<file path="src/rtl/bus_cmd_master_pkg.sv">
// Shared bus constants and the command-master state enumeration.
package bus_cmd_master_pkg;

  localparam int ADDR_W = 4;
  localparam int DATA_W = 4;

  typedef enum logic [1:0] {
    IDLE = 2'd0,
    REQ  = 2'd1,
    RESP = 2'd2
  } state_e;

endpackage

</file>
<file path="src/rtl/bus_cmd_master.sv">
// Single-outstanding bus command master: accepts a command, drives a bus
// request until the slave completes it or a wait limit expires, then holds
// the response until downstream takes it.
module bus_cmd_master
  import bus_cmd_master_pkg::*;
#(
  parameter int TIMEOUT = 8
) (
  input  logic              clk,
  input  logic              rst,
  input  logic              cmd_valid,
  output logic              cmd_ready,
  input  logic [ADDR_W-1:0] cmd_addr,
  input  logic [DATA_W-1:0] cmd_wdata,
  output logic              valid,
  output logic [ADDR_W-1:0] addr,
  output logic [DATA_W-1:0] wdata,
  input  logic [DATA_W-1:0] rdata,
  input  logic              ready,
  output logic              rsp_valid,
  input  logic              rsp_ready,
  output logic [DATA_W-1:0] rsp_rdata,
  output logic              rsp_timeout,
  output logic [4:0]        txn_count
);

  // Last wait-counter value before the request is abandoned.
  localparam logic [3:0] WAIT_LAST = 4'(TIMEOUT - 1);

  state_e              state_q, state_d;
  logic [3:0]          wait_q, wait_d;
  logic [ADDR_W-1:0]   addr_q, addr_d;
  logic [DATA_W-1:0]   wdata_q, wdata_d;
  logic [DATA_W-1:0]   rsp_rdata_q, rsp_rdata_d;
  logic                rsp_to_q, rsp_to_d;
  logic [4:0]          txn_q, txn_d;

  // Handshake-facing outputs are pure state decodes, so ready/rsp_ready
  // never reach an output combinationally.
  assign cmd_ready   = (state_q == IDLE);
  assign valid       = (state_q == REQ);
  assign rsp_valid   = (state_q == RESP);
  assign addr        = addr_q;
  assign wdata       = wdata_q;
  assign rsp_rdata   = rsp_rdata_q;
  assign rsp_timeout = rsp_to_q;
  assign txn_count   = txn_q;

  // Next-state and datapath updates; bus inputs only matter while in REQ.
  always_comb begin
    state_d     = state_q;
    wait_d      = wait_q;
    addr_d      = addr_q;
    wdata_d     = wdata_q;
    rsp_rdata_d = rsp_rdata_q;
    rsp_to_d    = rsp_to_q;
    txn_d       = txn_q;
    case (state_q)
      IDLE: begin
        if (cmd_valid) begin
          addr_d  = cmd_addr;
          wdata_d = cmd_wdata;
          wait_d  = 4'd0;
          state_d = REQ;
        end
      end
      REQ: begin
        // A completion on the final wait cycle still wins over the timeout.
        if (ready) begin
          rsp_rdata_d = rdata;
          rsp_to_d    = 1'b0;
          state_d     = RESP;
        end else if (wait_q == WAIT_LAST) begin
          rsp_rdata_d = '0;
          rsp_to_d    = 1'b1;
          state_d     = RESP;
        end else begin
          wait_d = wait_q + 4'd1;
        end
      end
      RESP: begin
        if (rsp_ready) begin
          txn_d   = txn_q + 5'd1;
          state_d = IDLE;
        end
      end
      default: state_d = IDLE;
    endcase
  end

  // State and datapath registers with asynchronous clear.
  always_ff @(posedge clk or posedge rst) begin
    if (rst) begin
      state_q     <= IDLE;
      wait_q      <= 4'd0;
      addr_q      <= '0;
      wdata_q     <= '0;
      rsp_rdata_q <= '0;
      rsp_to_q    <= 1'b0;
      txn_q       <= 5'd0;
    end else begin
      state_q     <= state_d;
      wait_q      <= wait_d;
      addr_q      <= addr_d;
      wdata_q     <= wdata_d;
      rsp_rdata_q <= rsp_rdata_d;
      rsp_to_q    <= rsp_to_d;
      txn_q       <= txn_d;
    end
  end

endmodule

</file>
<file path="config.mk">
export PLATFORM = sky130hd
export DESIGN_NAME = bus_cmd_master
export DESIGN_NICKNAME = d
export VERILOG_FILES = /design/src/rtl/bus_cmd_master_pkg.sv /design/src/rtl/bus_cmd_master.sv
export SDC_FILE = /design/constraint.sdc
export NUM_CORES = 1
export LEC_CHECK = 0
export BUFFER_PORTS_ARGS = -buffer_cell sky130_fd_sc_hd__buf_2
export CAP_MARGIN = 20
export CORE_MARGIN = 2
export CORE_UTILIZATION = 47
export CTS_CLUSTER_SIZE = 40
export DETAILED_ROUTE_END_ITERATION = 10
export PLACE_DENSITY = 0.76
export SLEW_MARGIN = 30
export SYNTH_ARGS = -nofsm -noshare
export SYNTH_HDL_FRONTEND = slang
export SYNTH_SLANG_ARGS = --single-unit
</file>
<file path="constraint.sdc">
create_clock -name clk -period 1.7 [get_ports clk]
set_input_delay 0.255 -clock clk [delete_from_list [all_inputs] [get_ports clk]]
set_output_delay 0.255 -clock clk [all_outputs]
set_load 0.05 [all_outputs]
</file>
==> results of run 1 <==
## placed cells by master (no fill, tap or decap), drive strengths merged, types with 2 or more instances in the layout
cell | netlist | routed
nand4 | 2 | 2
nand2 | 3 | 3
o21ai | 4 | 4
xnor2 | 3 | 3
o211ai | 2 | 2
nor2 | 2 | 2
a22o | 4 | 4
dfrtp | 24 | 24
nor3b | 2 | 2
or3b | 2 | 2
xor2 | 2 | 2
mux2 | 9 | 9
ha | 2 | 2
clkbuf | 1 | 4
and3b | 2 | 2
buf | 1 | 39
inv | 3 | 3
## final timing paths
kind / to / slack [ns] / cells after the start
min in group asynchronous: txn_count[4] / 0.51 / 4
setup reg to reg: rsp_rdata[3] / 0.22 / 5
setup / recovery: rsp_valid / 0.09 / 3
hold / removal: state_q[1] / 0.14 / 2
max in group asynchronous: wait_q[0] / 0.97 / 4
hold reg to reg: txn_count[4] / 0.48 / 1
## logic make-up after synthesis
family | count (synthesis) | synth area share
buffers and inverters | 5 | 0.0250
multiplexers | 10 | 0.127
AO/OA/AOI/OAI | 12 | 0.0857
adder cells (fa/ha/maj) | 2 | 0.0238
XOR/XNOR | 5 | 0.0417
AND/OR/NAND/NOR | 20 | 0.125
flip-flops | 24 | 0.571
## worst max-delay path: stages, from the launching register on
cell and delay, ns:
dfrtp_1 0.47, or2b_1 0.27, inv_1 0.05, buf_2 0.25
## sequential cells by signal, indices dropped and copies added (netlist names)
register     flops
addr             4
rsp_rdata        4
rsp_timeout      1
state_q          2
txn_count        5
wait_q           4
wdata            4
## area by class of cell
class                           instances  area share
Tap cell                               28      0.0266
Timing Repair Buffer                   40       0.160
Clock buffer                            4      0.0275
Multi-Input combinational cell         49       0.322
Inverter                                3     0.00855
Sequential cell                        24       0.456
## metrics by stage
step,instances,setup slack (ns),hold WS [ns]
floorplan,78,0.0798,0.270
global placement,143,0.296,0.311
detailed placement,143,0.251,0.308
CTS,148,0.0893,0.137
global route,148,0.0132,0.122
finish,148,0.0919,0.140
## layer usage
metal  vias up  share of wire  GRT usage
li1        364              -          -
met1       388           0.41      0.200
met2        20           0.53      0.314
met3         5          0.035     0.0263
met4         0          0.019     0.0833
met5         -              0          0
## what timing repair did
item	4_1_cts	5_1_grt
hold buffers	1	0
hold endpoints to repair	24	0
gates resized for setup	0	0
==> summary.txt, run 1 <==
CP required -> 1.44 ns
Clock slew at reported path FFs -> 0.12 ns
Worst-margin pin slew -> 0.428 ns
Nets -> 140
Slew HR -> 0.714
Distinct cells, synth -> 30
Final Max Tran Viols -> 0
Hold/Removal Path Class -> in -> reg
Largest net degree at the start of global routing -> 25
Dominant synthesized flop cell -> dfrtp_1
Clock latency on the worst-skew pair -> 0.31 ns
Clk sinks -> 24
# diodes -> 0
Setup violators final -> 0
Synthesis-to-layout area growth -> 25.4%
Ys Warns -> 0
Max clock buf depth -> 2
CTS Root Cell -> clkbuf_4
Initial antenna violation count -> 0
Area of the multi-input gates -> 424 um^2
Postcts setup bufs -> 0
CTS tree -> built
Die height -> 51.3 um
Most frequent cells after synthesis -> dfrtp_1 (24), mux2_4 (6), a22o_1 (4)
Tmin final -> 1.61 ns
Die W -> 51.3 um
CTS buffer count -> 3
RD Place Congestion -> 0.891
CP Capture Type -> output port
Top cell type's share of synthesized area -> 0.571
Post-synth design cell area -> 1050 um^2
R2R Path Start -> wait_q[0]
EDFF count, synth -> 0
DRT antenna net count -> 0
Crit. Startpoint -> state_q[1]
Util after Layout -> 0.607
Maxcap violations -> 0
Skew final -> 0.00170 ns
Pre-antenna DRT Iters -> 4
Gr usage total -> 0.174
Min-delay src -> rsp_ready
Synth Area per Inst -> 13.5 um^2
Via/cell ratio -> 5.25
Arrival @ worst endpoint -> 1.35 ns
Setup Total Neg Slack -> 0 ns
# IOs -> 38
Startpoint types -> flip-flop
Ys async rst share -> 1.00
Area leader, netlist -> dfrtp_1
Final Instance Area -> 1320 um^2
Starting Density -> 0.484
Syn_nets -> 97
Register area share after synthesis -> 0.571
H-tree Lvls -> 1
Reg area -> 601 um^2
CP Class -> reg -> out
Fin. Hold Viols -> 0
Cell with the most instances after synthesis -> dfrtp_1
Post-route DRC -> 0
DP Wirelength -> 1490 um
Cells after synthesis -> 78
Layout cells sized above 1 -> 0.458
Final period util -> 0.946
Run status -> finished clean
Vias in the first global route -> 817
Placeable Area -> 2170 um^2
First DRT Iteration DRCs -> 9
Via count -> 777
DIE AREA -> 2630 um^2
#FFs+latches synth -> 24
Synth area leaders -> dfrtp_1 (57%), mux2_4 (8.6%), a22o_1 (3.3%)
Fillcell total -> 205
WL final -> 1960 um
GRT overflow -> 0
Max FO, Critical Path -> 8
Unrepaired setup endpoints after global routing -> false
Avg WL per Cell -> 13.3 um
Max Clock Freq -> 0.622 GHz
I/O Buffers -> 37
Global-route wire length before repair -> 3420 um
Area post-placement -> 1270 um^2
Row count -> 17
Power of run 1 is not shown: default switching activity piles up to over one toggle a cycle in this logic, so the estimate is an artifact.
==> run 2, diff against run 1 <==
ABC_AREA = 1   (was default)
CORE_UTILIZATION = 48   (was 47)
PLACE_DENSITY = 0.77   (was 0.76)
==> run 2 against run 1 <==
Synthesized cell count rose by 51%. Register-to-register slack improved by 0.21 ns. Die area rose by 4.6%. Via count rose by 17%. Utilization rose by 2.8 points. Highest routed layer unchanged.
==> summary.txt, run 2 <==
Area leader, netlist -> dfrtp_1 (unchanged)
Nets -> 179 (was 140)
Run status -> finished clean (unchanged)
Die W -> 52.5 um (was 51.3 um)
Max reg flops -> 5 (unchanged)
H-tree Lvls -> 1 (unchanged)
Final period util -> 0.964 (was 0.946)
Global-route wire length before repair -> 3510 um (was 3420 um)
Clock latency on the worst-skew pair -> 0.33 ns (was 0.31 ns)
CP Capture Type -> output port (unchanged)
Static leakage -> 0.787 nW
Largest net degree at the start of global routing -> 25 (unchanged)
Startpoint types -> flip-flop (unchanged)
Clock slew at reported path FFs -> 0.14 ns (was 0.12 ns)
DP Wirelength -> 1650 um (was 1490 um)
CTS tree -> built (unchanged)
DIE AREA -> 2750 um^2 (was 2630 um^2)
RD Place Congestion -> 0.780 (was 0.891)
Max FO, Critical Path -> 5 (was 8)
Synth Area in Adders -> 0.0222 (was 0.0238)
WL final -> 2140 um (was 1960 um)
Die height -> 52.5 um (was 51.3 um)
Maxcap violations -> 0 (unchanged)
Setup violators final -> 0 (unchanged)
Tmin final -> 1.64 ns (was 1.61 ns)
Post-route DRC -> 0 (unchanged)
# diodes -> 0 (unchanged)
Cell Pwr Density -> 2200 nW/um^2
Max clock buf depth -> 2 (unchanged)
Commonest non-fill, non-tap cell in the layout -> buf_2 (unchanged)
First DRT Iteration DRCs -> 14 (was 9)
Ys async rst share -> 1.00 (unchanged)
Most frequent cells in the layout -> buf_2 (35), nand2_1 (30), dfrtp_1 (24) (was buf_2 (37), dfrtp_1 (24), mux2_4 (6))
Cell with the most instances after synthesis -> nand2_1 (was dfrtp_1)
Top cell type's share of synthesized area -> 0.533 (was 0.571)
Skew final -> 0.0190 ns (was 0.00170 ns)
#FFs+latches synth -> 24 (unchanged)
CP required -> 1.44 ns (about the same)
Dominant synthesized flop cell -> dfrtp_1 (unchanged)
Compound-Gate Fraction of Synth Area -> 0.0477 (was 0.0857)
Layout cells sized above 1 -> 0.340 (was 0.458)
Initial antenna violation count -> 0 (unchanged)
Arrival @ worst endpoint -> 1.38 ns (was 1.35 ns)
GRT overflow -> 0 (unchanged)
Via/cell ratio -> 4.86 (was 5.25)
Highest routed layer -> met4 (unchanged)
Register area share after synthesis -> 0.533 (was 0.571)
CTS Root Cell -> clkbuf_4 (unchanged)
# IOs -> 38 (unchanged)
Row count -> 17 (unchanged)
CTS buffer count -> 3 (unchanged)
I/O Buffers -> 37 (unchanged)
Ys Warns -> 0 (unchanged)
Postcts setup bufs -> 0 (unchanged)
Post-synth design cell area -> 1130 um^2 (was 1050 um^2)
Synth Area in Simple Gates -> 0.301 (was 0.125)
Hold/Removal Path Class -> in -> reg (unchanged)
Vias in the first global route -> 860 (was 817)
CP Class -> reg -> out (unchanged)
Most frequent cells after synthesis -> nand2_1 (30), dfrtp_1 (24), nand3_1 (20), inv_1 (13), nand2_4 (5) (was dfrtp_1 (24), mux2_4 (6), a22o_1 (4))
Main combinational cell family by area after synthesis -> simple AND/OR/NAND/NOR gates (was multiplexers)
Max Clock Freq -> 0.610 GHz (was 0.622 GHz)
Gr usage total -> 0.176 (was 0.174)
Final Instance Area -> 1410 um^2 (was 1320 um^2)
Unrepaired setup endpoints after global routing -> false (unchanged)
Met3 Routed Length -> 131 um (was 69 um)
Area post-placement -> 1340 um^2 (was 1270 um^2)
Worst-margin pin slew -> 0.303 ns (was 0.428 ns)
Synth Area per Inst -> 9.55 um^2 (was 13.5 um^2)
Placeable Area -> 2210 um^2 (was 2170 um^2)
Avg WL per Cell -> 11.4 um (was 13.3 um)
Via count -> 908 (was 777)
Post-synthesis xor/xnor area fraction -> 0.0388 (was 0.0417)
EDFF count, synth -> 0 (unchanged)
Setup Total Neg Slack -> 0 ns (unchanged)
Starting Density -> 0.510 (was 0.484)
Slew HR -> 0.798 (was 0.714)
Syn_nets -> 137 (was 97)
Final Max Tran Viols -> 0 (unchanged)
Synthesis-to-layout area growth -> 24.8% (was 25.4%)
Cells after synthesis -> 118 (was 78)
Synth area leaders -> dfrtp_1 (53%), nand2_1 (10%), nand3_1 (8.9%) (was dfrtp_1 (57%), mux2_4 (8.6%), a22o_1 (3.3%))
Clk sinks -> 24 (unchanged)
Pre-antenna DRT Iters -> 4 (unchanged)
Distinct cells, synth -> 19 (was 30)
DRT antenna net count -> 0 (unchanged)
Fin. Hold Viols -> 0 (unchanged)
Post-route met1 wirelength -> 931 um (was 808 um)
Met2 wire len -> 1050 um (about the same)
VDD IR max -> 1.15 mV
Multiplexer share of the synthesized area -> 0 (was 0.127)
## run 2: path summary, 6_finish.rpt
path / end / from / slack [ns] / depth (start not counted)
worst max-delay path: valid / state_q[1] / 0.06 / 4
worst min-delay path: addr[0] / cmd_addr[0] / 0.14 / 3
worst max register to register: rsp_rdata[3] / wait_q[0] / 0.43 / 4
worst min register to register: addr[3] / addr[3] / 0.49 / 2
max in group asynchronous: wait_q[1] / rst / 0.96 / 4
min in group asynchronous: addr[2] / rst / 0.48 / 4
## run 2: kinds of logic (layout without fill, tap and decap cells)
group	after synthesis	after routing
AOI/OAI and AO/OA	8	8
xor gates and xnor gates	5	5
adders and majority gates	2	2
buffers and inverters	15	56
DFF	24	24
and+or+nand+nor	64	64
## run 2: cell type report
cell class	instances	area [um^2]
clock buffer	3	22.5
clock inverter	1	30.0
fill	196	806
inverter	13	48.8
multi-input combinational	79	462
sequential	24	601
tap	28	35.0
timing repair buffer	39	208
## run 2: routing by layer
metal | up-vias | GRT usage
li1 | 457 | -
met1 | 415 | 0.217
met2 | 32 | 0.298
met3 | 4 | 0.0257
met4 | 0 | 0.0897
met5 | - | 0
## run 2: what timing repair did
action,CTS,global route
gates resized for setup,0,3
setup endpoints to repair,0,2
hold buffers,1,0
hold endpoints to repair,24,0
## run 2: power by group
group	internal [mW]	total [mW]	switching [mW]	leakage, nW
logic	0.400	1.69	1.29	0.454
clock network	0.239	0.415	0.176	0.0279
registers	0.807	0.994	0.187	0.306
## run 2: critical path, stage by stage, from the launching register on
cell     delay (ns)
dfrtp_1        0.44
inv_1          0.15
nand2_4        0.10
inv_1          0.14
buf_4          0.22
## run 2: metrics by stage
stage          setup WS, ns  instances  hold slack (ns)   util  total power, mW
2_1_floorplan         0.338        118            0.270      -             2.33
3_3_place_gp          0.411        182            0.306  0.605             2.64
3_5_place_dp          0.373        182            0.315  0.605             2.69
4_1_cts             0.00119        187            0.145  0.633             3.10
5_1_grt             0.00897        187            0.146  0.636             3.29
6_report             0.0617        187            0.144  0.636             3.09
Power figures use the tool's default switching activity.
